==> src/rtl/fetch_unit.sv <==
// fetch_unit: in-order instruction fetch with bounded in-flight requests, redirect flush and response discard
module fetch_unit #(
   parameter int              XLEN     = 32,
   parameter int              DEPTH    = 4,
   parameter logic [XLEN-1:0] RESET_PC = '0
) (
   input  logic            clk_i,
   input  logic            reset_i,
   output logic            mem_rd_req_o,
   output logic [XLEN-1:0] mem_rd_addr_o,
   input  logic            mem_rd_gnt_i,
   input  logic            mem_rd_rvalid_i,
   input  logic [XLEN-1:0] mem_rd_data_i,
   input  logic            redirect_i,
   input  logic [XLEN-1:0] redirect_pc_i,
   output logic            instr_valid_o,
   output logic [XLEN-1:0] instr_o,
   output logic [XLEN-1:0] instr_pc_o,
   input  logic            instr_ready_i
);
   localparam int              AW    = $clog2(DEPTH);
   localparam int              CW    = AW + 1;
   localparam logic [XLEN-1:0] ALIGN = {{(XLEN-2){1'b1}}, 2'b00};
   localparam logic [CW:0]     LIM   = (CW+1)'(DEPTH);
   logic [XLEN-1:0] pc_q, pc_d;
   logic [CW-1:0]   out_q, out_d, disc_q, disc_d, f_cnt_q, f_cnt_d;
   logic [AW-1:0]   f_wr_q, f_wr_d, f_rd_q, f_rd_d, iq_wr_q, iq_wr_d, iq_rd_q, iq_rd_d;
   logic            req_q, req_d;
   logic [XLEN-1:0] fifo_pc_q  [DEPTH];
   logic [XLEN-1:0] fifo_ins_q [DEPTH];
   logic [XLEN-1:0] iq_q       [DEPTH];
   logic            fire, rv, keep, pop;
   logic [CW:0]     occ;
   // next-state: grants advance pc, kept responses fill the buffer, redirect flushes and marks in-flight for discard
   always_comb begin
      fire    = req_q & mem_rd_gnt_i;
      rv      = mem_rd_rvalid_i & (out_q != '0);
      keep    = rv & (disc_q == '0) & ~redirect_i;
      pop     = (f_cnt_q != '0) & instr_ready_i & ~redirect_i;
      out_d   = out_q + CW'(fire) - CW'(rv);
      pc_d    = redirect_i ? (redirect_pc_i & ALIGN) : fire ? pc_q + XLEN'(4) : pc_q;
      disc_d  = redirect_i ? out_d : disc_q - CW'(rv & (disc_q != '0));
      f_wr_d  = redirect_i ? '0 : f_wr_q + AW'(keep);
      f_rd_d  = redirect_i ? '0 : f_rd_q + AW'(pop);
      f_cnt_d = redirect_i ? '0 : f_cnt_q + CW'(keep) - CW'(pop);
      iq_wr_d = redirect_i ? '0 : iq_wr_q + AW'(fire);
      iq_rd_d = redirect_i ? '0 : iq_rd_q + AW'(keep);
      occ     = {1'b0, f_cnt_d} + {1'b0, out_d};
      req_d   = occ < LIM;
   end
   // control state; request is registered so it never depends on inputs of the current cycle
   always_ff @(posedge clk_i or negedge reset_i) begin
      if (!reset_i) begin
         pc_q    <= RESET_PC & ALIGN;
         out_q   <= '0;
         disc_q  <= '0;
         f_cnt_q <= '0;
         f_wr_q  <= '0;
         f_rd_q  <= '0;
         iq_wr_q <= '0;
         iq_rd_q <= '0;
         req_q   <= 1'b0;
      end else begin
         pc_q    <= pc_d;
         out_q   <= out_d;
         disc_q  <= disc_d;
         f_cnt_q <= f_cnt_d;
         f_wr_q  <= f_wr_d;
         f_rd_q  <= f_rd_d;
         iq_wr_q <= iq_wr_d;
         iq_rd_q <= iq_rd_d;
         req_q   <= req_d;
      end
   end
   // storage: issued-PC queue tags each kept response with its fetch address
   always_ff @(posedge clk_i) begin
      if (fire & ~redirect_i) iq_q[iq_wr_q] <= pc_q;
      if (keep) begin
         fifo_pc_q[f_wr_q]  <= iq_q[iq_rd_q];
         fifo_ins_q[f_wr_q] <= mem_rd_data_i;
      end
   end
   assign mem_rd_req_o  = req_q;
   assign mem_rd_addr_o = pc_q;
   assign instr_valid_o = f_cnt_q != '0;
   assign instr_o       = instr_valid_o ? fifo_ins_q[f_rd_q] : '0;
   assign instr_pc_o    = instr_valid_o ? fifo_pc_q[f_rd_q] : '0;
endmodule

==> config.mk <==
export PLATFORM = sky130hd
export DESIGN_NAME = fetch_unit
export DESIGN_NICKNAME = d
export VERILOG_FILES = /design/src/rtl/fetch_unit.sv
export SDC_FILE = /design/constraint.sdc
export NUM_CORES = 1
export LEC_CHECK = 0
export ABC_CLOCK_PERIOD_IN_PS = 8750
export CORE_MARGIN = 8
export CORE_UTILIZATION = 57
export CTS_CLUSTER_SIZE = 30
export DETAILED_ROUTE_END_ITERATION = 10
export HOLD_SLACK_MARGIN = 0.02
export PLACE_DENSITY = 0.8
export SYNTH_ARGS = -nofsm -noshare
export SYNTH_HDL_FRONTEND = slang
export SYNTH_SLANG_ARGS = --single-unit
export TNS_END_PERCENT = 50
==> constraint.sdc <==
create_clock -name clk_i -period 8.75 [get_ports clk_i]
set_input_delay 2.1875 -clock clk_i [delete_from_list [all_inputs] [get_ports clk_i]]
set_output_delay 2.1875 -clock clk_i [all_outputs]
set_load 0.01 [all_outputs]
# After elaboration in Yosys (flattened, before gate mapping)
# Memory sizes are Yosys's and may differ from the RTL's.
# Cells that the tools add are included.
word_totals:
  ramBits: 384
  wordCells: 52
  inputBits: 70
  n_memories: 3
  output_inout_bits: 98
  register_bits: 50
memory_table:
  columns: ["memory", "depth", "width", "read_ports", "rd_clocked_by_memory_dff", "wr", "line_no", "source"]
  rows:
  - ["fifo_ins_q", 4, 32, 1, 0, 1, "30", "logic [XLEN-1:0] fifo_ins_q [DEPTH];"]
  - ["fifo_pc_q", 4, 32, 1, 0, 1, "29", "logic [XLEN-1:0] fifo_pc_q [DEPTH];"]
  - ["iq_q", 4, 32, 1, 0, 1, "31", "logic [XLEN-1:0] iq_q [DEPTH];"]
op_classes:
  magnitude_cmp: 1
  mux: 14
  n_addsub: 11
  bitwise_logic: 9
  n_reduce_logical: 5
ops:
  columns: ["cell", "n"]
  rows:
  - ["$mux W32", 4]
  - ["$add A32 B3 Y32 const B", 1]
  - ["$reduce_bool A3 Y1", 3]
  - ["$sub A3 B1 Y3", 3]
  - ["$add A2 B1 Y2", 4]
  - ["$and A1 B1 Y1", 8]
  - ["$mux W2", 4]
  - ["$add A3 B1 Y3", 2]
  - ["$mux W3", 2]
  - ["$add A3 B3 Y4", 1]
  - ["$lt A4 B3 Y1 const B", 1]
  - ["$mux W1", 4]
  - ["$logic_not A3 Y1", 1]
  - ["$reduce_bool A2 Y1", 1]
  - ["$not A1 Y1", 1]

# Longest topological paths before layout
# Gate-level depths: netlist of run 1.
depth:
  depth_word: 9
  mapped_depth: 14
  depth_no_buf: 13

# Worst setup path after synthesis of run 1
# OpenSTA, ideal clock, no wires.
synth_path:
  path_kind: "input port to flip-flop"
  from: "input port redirect_i"
  to: "memory fifo_ins_q[0][0], enable pin"
  required_ns: 8.178
  setup_ns: 0.572
  path_stages: 3
  arrival_ns: 7.485
  path_buffers: 1
  path_slack_ns: 0.693
  path_cell_list: "clkbuf_1 nor3_1 nor3b_1"
synth_between:
  elab_chain_cells: 4
synth_lines:
  columns: ["element", "line_no", "source"]
  rows:
  - ["start: declaration", "14", "input logic redirect_i,"]
  - ["$not A1 Y1", "38", "keep = rv & (disc_q == '0) & ~redirect_i;"]
  - ["$and A1 B1 Y1", "38", null]
  - ["$mux W1", "78", "if (keep) begin"]
  - ["$mux W1 (not written as such)", "80", "fifo_ins_q[f_wr_q] <= mem_rd_data_i;"]
  - ["end: declaration", "30", null]
# Every way passes these cells.

# Worst setup path in the final report of run 1
layout_path:
  from: "register f_rd_q[0]"
  to: "output port instr_pc_o[29]"
layout_between:
  elab_chain_cells: 2
layout_lines:
  columns: ["element", "line_no", "source"]
  rows:
  - ["start: declaration", "27", "logic [AW-1:0] f_wr_q, f_wr_d, f_rd_q, f_rd_d, iq_wr_q, iq_wr_d, iq_rd_q, iq_rd_d;"]
  - ["start signal: assignment", "69", "f_rd_q <= f_rd_d;"]
  - ["$mem_v2 Z4 W32", null, null]
  - ["$mux W32", "87", "assign instr_pc_o = instr_valid_o ? fifo_pc_q[f_rd_q] : '0;"]
  - ["end: declaration", "18", "output logic [XLEN-1:0] instr_pc_o,"]
# Every way passes these cells.

==> qor.csv, run 1 <==
metric;value;unit
synth_seq_area_share;74.5;%
grt_max_degree;63;
clk_latency;0.51;ns
clkPwrFrac;32.9;%
peakVddDrop;192;µV
initial_core_util;57.6;%
muxShareOfSynthArea;12.7;%
die_area;34600;µm²
cpPeakStageDelay;0.74;ns
synth.distinct_cells;42;
synth_top_family_by_area;multiplexers;
crit_family;buffers and inverters;
drc;0;
ctsLongestPathBuffers;3;
cp_num_buf_inv;2;
sw_frac_of_total;24.9;%
powerDensity;252;nW/µm²
switchingPower;0.00124;W
status;completed;
relSlewSlack;27.1;%
io_buffers;161;
crit_path_top_delay_cell;dfrtp_4;
nFillCells;1837;
crit_chain;buf_4, mux4_2, nor2b_1, clkdlybuf4s50_1;
dp_hpwl;19.3;mm
stdcell_count;1451;
rows;62;
cts_root_buf;clkbuf_16;
gp_congestion;0.908;
wirelength;32.7;mm
via_per_inst;5.91;
grt_usage;19.1;%
synth_compound_area_share;2.05;%
ys_ff_latch;416;
cts_inserted_buffers;40;
seq_power_share;47.7;%
synth-xor-area-share;1.06;%
num-nets-final;1122;
setup_ws;3.21;ns
cp-start-kind;flop;
period_share;63.3;%
synth_edf_count;368;
syn_area;16500;µm²
ant_nets;0;
synthSimpleGateAreaFrac;6.96;%
syn_inst;859;
grt_pass1_wl;50.5;mm
num_vias;8576;
die_y;186;µm
rsz0062_at_grt;no;
setup_viol;0;
finalSetupTns;0;ns
avgSynthCellArea;19.2;µm²
pre_cts_slack;3.02;ns
end_kind;output pin;
holdBufCountCts;0;
comb_power_share;19.4;%
cp.arrival;3.35;ns
cts_max_level;2;
critPathKind;flop to output pin;
drv_slew;0;
cts_resized;0;
drive_above_1_share;17.0;%
grt_pass1_vias;8987;
ios;168;
skew;0.0153;ns
required;6.56;ns
timing.max_cap.violations;0;
ys.flop_type;edfxtp_1;
max_freq;180;MHz
dieWidth;186;µm
tightest_slew;1.09;ns
drtIter0Drc;738;
ys_warn_count;0;
n_antenna_cell;0;
layout_min_cycle_time;5.54;ns
placed_cells;1379;
hold_path.class;flop to flop;
cp_max_fo;40;
clk_pin_slew_worst_paths;0.06;ns
postCtsSetupBuffers;0;
wl_per_cell;22.5;µm
p_int;0.00374;W
synthAdderAreaFrac;1.23;%
async_reset_ff_share;11.5;%
drt_pre_antenna_iters;5;
p_leak;6.36;nW
hold_viol;0;
cts_tree;built;
cts.sink_count;416;
area_delta_synth_final;20.2;%
overflow;0;
coreArea;28500;µm²
antenna_found_initial;0;
[Yosys cell counts (4+ instances only)]
cell type,count,share of area (%)
buf_2,7,0.21
nor2_1,35,0.80
or3_1,5,0.19
a31oi_1,17,0.65
buf_1,8,0.18
mux4_2,92,13
nand4b_1,4,0.21
nand3_1,11,0.33
o21ai_0,15,0.46
clkbuf_1,22,0.50
ha_1,13,0.99
nor2b_1,68,2.6
xnor2_1,16,0.85
and3_1,5,0.19
buf_4,4,0.18
nor4_1,7,0.27
o41ai_1,7,0.37
or4_1,10,0.46
inv_1,20,0.46
nand2_1,28,0.64
edfxtp_1,368,67
xor2_1,4,0.21
dfrtp_1,48,7.3
o31ai_1,7,0.32
nor3_1,6,0.18
nand4_1,8,0.30
[cells by family (layout without fill, tap and decap cells)]
family | count (synthesis) | after routing
flops | 416 | 416
compound gates | 52 | 52
buf+inv | 62 | 267
other cells | 1 | 4
mux | 93 | 93
xor+xnor | 20 | 20
fa+ha+maj | 15 | 15
simple gates | 200 | 200
[layout make-up]
cell class	count	area (µm²)	share of cell area [%]
Timing Repair Buffer	174	1700	8.62
Inverter	21	78.8	0.399
Clock buffer	53	1090	5.52
Multi-Input combinational cell	384	4000	20.2
Tap cell	384	480	2.43
Clock inverter	19	161	0.816
Sequential cell	416	12300	62.0
[power by group through the flow]
stage          Clock [W]  Sequential (W)  Combinational, W
3_5_place_dp           0         0.00241          0.000980
5_1_grt          0.00174         0.00239           0.00105
2_1_floorplan          0         0.00238          0.000518
4_1_cts          0.00167         0.00237          0.000989
6_report         0.00164         0.00237          0.000967
3_3_place_gp           0         0.00241          0.000958
[sequential cells by signal, summed over array words and instances (netlist names)]
register / flops
disc_q: 3
f_cnt_q: 3
f_rd_q: 2
f_wr_q: 2
fifo_ins_q: 128
fifo_pc_q: 120
iq_q: 120
iq_rd_q: 2
iq_wr_q: 2
mem_rd_addr_o: 30
mem_rd_req_o: 1
out_q: 3
[stage by stage]
| step | utilization [%] | instance area [µm²] | hold slack [ns] | power (W) |
|---|---|---|---|---|
| 2_1_floorplan | - | 16500 | 0.491 | 0.00289 |
| 3_3_place_gp | 64.9 | 18500 | 0.543 | 0.00337 |
| 3_5_place_dp | 64.9 | 18500 | 0.555 | 0.00339 |
| 4_1_cts | 69.3 | 19800 | 0.564 | 0.00503 |
| 5_1_grt | 69.3 | 19800 | 0.592 | 0.00518 |
| 6_report | 69.3 | 19800 | 0.560 | 0.00498 |
[final timing paths]
kind,cells after the start,slack (ns),to,startpoint
worst max-delay path,4,3.21,instr_pc_o[29],f_rd_q[0]
worst min-delay path,1,0.56,out_q[2],out_q[2]
worst max register to register,5,5.29,fifo_ins_q[1][9],disc_q[0]
worst min register to register,1,0.56,out_q[2],out_q[2]
max in group asynchronous,2,6.47,f_rd_q[0],reset_i
min in group asynchronous,2,1.78,mem_rd_addr_o[17],reset_i
[cells in the final DEF (no fill, tap or decap), drive strengths merged, types with 10 or more instances in the layout]
cell / instances
edfxtp: 368
inv: 21
nand4: 10
or4: 10
xnor2: 16
buf: 14
clkinv: 16
mux4: 92
clkdlybuf4s50: 160
ha: 13
nand2: 28
dfrtp: 48
nand3: 11
o21ai: 15
clkbuf: 53
a31oi: 17
nor2: 35
nor2b: 68
[worst reg2reg max path: stages, from the launching register on]
cell,delay (ns)
dfrtp_1,0.37
or3_1,0.39
nor3_1,0.66
nand2_1,0.21
nor2_4,0.84
buf_4,0.61
[metal layers]
layer | share of wire, % | vias to the layer above | global-route usage, %
met1 | 41 | 4399 | 26.0
met4 | 1.8 | 0 | 5.18
met2 | 49 | 361 | 31.4
met3 | 8.0 | 44 | 4.02
met5 | 0 | - | 0
li1 | - | 3772 | -
Note: power is estimated with default switching activity, not from simulation.
==> run 2: changes to the inputs <==
Settings changed: ABC_CLOCK_PERIOD_IN_PS 8750 to 5300.
Clock period 8.75 ns to 5.3 ns, I/O delays scaled along.
==> qor.csv, run 2 (synthesized netlist as in run 1, its figures left out) <==
metric;value;unit
grt_usage;19.4;%
cp-start-kind;flop;
drtIter0Drc;729;
final_common_cell;edfxtp_1;
grt_pass1_vias;8871;
cts_root_buf;clkbuf_16;
setup_ws;0.961;ns
p_int;0.00616;W
cts_max_level;2;
tightest_slew;1.08;ns
die_y;186;µm
skew;0.0226;ns
holdWs;0.560;ns
cts_inserted_buffers;41;
die_area;34600;µm²
powerDensity;415;nW/µm²
period_share;81.9;%
cp.arrival;3.01;ns
grt_max_degree;63;
clk_latency;0.54;ns
layout_common_cells;edfxtp_1, clkdlybuf4s50_1, mux4_2;
cp_max_fo;32;
num_vias;8527;
gp_congestion;0.897;
drt_pre_antenna_iters;6;
switchingPower;0.00209;W
stdcell_count;1457;
rsz0062_at_grt;no;
top_register;fifo_ins_q;
postCtsSetupBuffers;0;
hold_viol;0;
critPathKind;flop to output pin;
required;3.97;ns
clkPwrFrac;33.0;%
drc;0;
num-nets-final;1127;
overflow;0;
largest_reg_flops;128;
pre_cts_slack;1.08;ns
reg_top3;fifo_ins_q (128), fifo_pc_q (120), iq_q (120);
rows;62;
dp_hpwl;19.8;mm
placed_cells;1383;
timing.max_cap.violations;0;
ant_nets;0;
cts.sink_count;416;
peakVddDrop;261;µV
area_delta_synth_final;20.8;%
seq_power_share;47.6;%
clk_pin_slew_worst_paths;0.06;ns
drive_above_1_share;17.2;%
power;0.00825;W
grt_pass1_wl;51.1;mm
sw_frac_of_total;25.3;%
dieWidth;186;µm
cts_resized;0;
hold_path.class;flop to flop;
relSlewSlack;28.1;%
status;completed;
coreArea;28500;µm²
antenna_found_initial;0;
cts_tree;built;
layout_min_cycle_time;4.34;ns
wl_per_cell;22.6;µm
comb_power_share;19.4;%
drv_slew;0;
initial_core_util;57.6;%
max_freq;230;MHz
ios;168;
ctsLongestPathBuffers;3;
io_buffers;161;
holdBufCountCts;0;
setup_viol;0;
end_kind;output pin;
p_leak;6.39;nW
via_per_inst;5.85;
wirelength;32.9;mm
n_antenna_cell;0;
finalSetupTns;0;ns
[run 2: changes by cell type in the layout (fill, tap and decap cells not counted), moves of 2 or more]
cell       previous run  this run
clkbuf_16            41        43
buf_12                0         5
bufinv_16             3         1
clkbuf_1             10        13
clkinv_1              7         5
clkinv_2              9         6
[run 2: final cells by class]
cell class                 count  area (µm²)
tap                          384         480
inverter                      21        78.8
fill                        1828        8660
timing repair buffer         178        1800
multi-input combinational    384        4000
sequential                   416       12300
clock inverter                16         115
clock buffer                  58        1150
[run 2: power by group through the flow]
stage,clock network [W],logic (W),registers [W]
final,0.00273,0.00160,0.00393
after floorplan,0,0.000856,0.00392
after detailed placement,0,0.00162,0.00399
after global routing,0.00291,0.00174,0.00395
after global placement,0,0.00159,0.00398
after CTS,0.00276,0.00163,0.00393
[run 2: through the flow]
stage               util [%]  area [µm²]
floorplan                  -       16500
global placement        65.2       18600
detailed placement      65.2       18600
CTS                     69.6       19900
global route            69.6       19900
finish                  69.6       19900
[run 2: worst max-delay path, cell delays in order, from the launching register on]
cell and delay, ns:
dfrtp_4 0.87, buf_12 0.35, mux4_2 0.53, nor2b_1 0.16
clkdlybuf4s50_1 0.53
[run 2: worst paths after layout]
check,startpoint,to,slack [ns],cells after the start
hold reg to reg,out_q[2],out_q[2],0.56,1
setup reg to reg,f_cnt_q[1],mem_rd_req_o,2.25,13
min in group asynchronous,reset_i,mem_rd_addr_o[22],0.89,2
setup / recovery,f_rd_q[0],instr_o[0],0.96,4
max in group asynchronous,reset_i,f_rd_q[0],3.89,2
hold / removal,out_q[2],out_q[2],0.56,1
[run 2: metal layers]
metal | vias to the layer above | track usage [%] | wire [µm]
li1 | 3799 | - | -
met1 | 4344 | 26.3 | 13600
met2 | 346 | 32.4 | 16300
met3 | 38 | 3.73 | 2400
met4 | 0 | 4.73 | 549
met5 | - | 0 | 0
==> run 3: changes to the inputs <==
Settings changed: ABC_CLOCK_PERIOD_IN_PS 5300 to 3600, CORE_UTILIZATION 57 to 51, PLACE_DENSITY 0.8 to 0.76.
Clock period 5.3 ns to 3.6 ns, I/O delays scaled along.
==> qor.csv, run 3 (synthesized netlist as in run 1, its figures left out) <==
metric;value;unit
status;completed;
p_int;0.00943;W
utilization;64.0;%
timing.max_cap.violations;0;
wl_met1;14.5;mm
antenna_found_initial;0;
wl_per_cell;22.2;µm
layout_common_cells;edfxtp_1, clkdlybuf4s50_1, mux4_2;
drive_above_1_share;19.1;%
drc;0;
rows;65;
setup_viol;0;
overflow;0;
grt_pass1_wl;52.6;mm
tightest_slew;0.867;ns
cts_inserted_buffers;42;
layout_min_cycle_time;3.42;ns
coreArea;31600;µm²
die_area;38300;µm²
hold_path.class;input port to asynchronous set/reset pin;
peakVddDrop;366;µV
drt_pre_antenna_iters;5;
clk_pin_slew_worst_paths;0.06;ns
num-nets-final;1147;
drv_slew;0;
cts_max_level;2;
power;0.0125;W
dp_hpwl;20.4;mm
relSlewSlack;42.2;%
met3_length;2.26;mm
ios;168;
rsz0062_at_grt;no;
num_vias;8545;
required;2.70;ns
dr_wl_met2;15.8;mm
io_buffers;161;
ctsLongestPathBuffers;3;
n_antenna_cell;0;
clkPwrFrac;34.3;%
cp_max_fo;24;
critPathKind;flop to output pin;
dieWidth;196;µm
nFillCells;2161;
cts_tree;built;
via_per_inst;5.71;
comb_power_share;19.9;%
sw_frac_of_total;24.8;%
cts.sink_count;416;
routed.top_layer;met4;
pre_cts_slack;-0.0655;ns
grt_usage;17.5;%
grt_pass1_vias;9097;
largest_reg_flops;128;
clk_latency;0.53;ns
top_register;fifo_ins_q;
hold_viol;0;
reg_top3;fifo_ins_q (128), fifo_pc_q (120), iq_q (120);
stdcell_count;1496;
cp-start-kind;flop;
switchingPower;0.00311;W
gp_congestion;0.889;
ant_nets;0;
max_freq;293;MHz
seq_power_share;45.8;%
drtIter0Drc;446;
setup_ws;0.183;ns
skew;0.0150;ns
cp.arrival;2.52;ns
period_share;94.9;%
initial_core_util;52.0;%
cts_root_buf;clkbuf_16;
grt_max_degree;63;
end_kind;output pin;
die_y;196;µm
holdBufCountCts;0;
powerDensity;620;nW/µm²
wirelength;33.2;mm
p_leak;6.56;nW
final_common_cell;edfxtp_1;
placed_cells;1415;
area_delta_synth_final;23.1;%
-- run 3: repair_timing --
action                     CTS  global route
resized for setup            1             0
setup buffers                5             0
setup endpoints to repair   45             0
-- run 3: routing by layer --
| layer | vias up | global-route usage, % |
|---|---|---|
| met5 | - | 0 |
| met4 | 0 | 4.97 |
| met3 | 47 | 3.90 |
| met2 | 297 | 27.8 |
| met1 | 4356 | 24.1 |
| li1 | 3845 | - |
-- run 3: worst max-delay path: stages (launching register included) --
cell	delay, ns
dfrtp_4	0.54
buf_12	0.25
mux4_2	0.51
nor2b_1	0.15
clkdlybuf4s50_1	0.51
-- run 3: metrics by stage --
stage          hold WS, ns  area [µm²]  TNS, ns
6_report             0.486       20300        0
5_1_grt              0.536       20300        0
4_1_cts              0.497       20300        0
3_5_place_dp         0.582       18800  -0.0655
3_3_place_gp         0.565       18800        0
2_1_floorplan        0.491       16500   -62.87
-- run 3: area by class of cell --
type,instances,area (µm²),share of cell area [%]
clock inverters,18,165,0.816
multi-input cells,384,4020,19.8
clock buffers,58,1230,6.05
well taps,402,503,2.48
repair buffers,197,2010,9.90
flip-flops and latches,416,12300,60.5
inverters,21,78.8,0.389
-- run 3: worst paths after layout --
path / from / end / slack [ns] / cells after the start
worst min-delay path: reset_i / mem_rd_addr_o[15] / 0.49 / 1
worst max register to register: f_cnt_q[1] / mem_rd_req_o / 0.46 / 13
min in group clk_i: out_q[0] / out_q[0] / 0.59 / 1
worst min register to register: out_q[0] / out_q[0] / 0.59 / 1
max in group asynchronous: reset_i / mem_rd_addr_o[13] / 2.39 / 2
worst max-delay path: f_rd_q[0] / instr_o[19] / 0.18 / 4
-- run 3: power groups by stage --
stage | Sequential, W | Combinational, W | Clock [W]
floorplan | 0.00577 | 0.00126 | 0
global route | 0.00577 | 0.00272 | 0.00458
finish | 0.00574 | 0.00250 | 0.00431
global placement | 0.00583 | 0.00247 | 0
detailed placement | 0.00584 | 0.00251 | 0
CTS | 0.00574 | 0.00257 | 0.00439
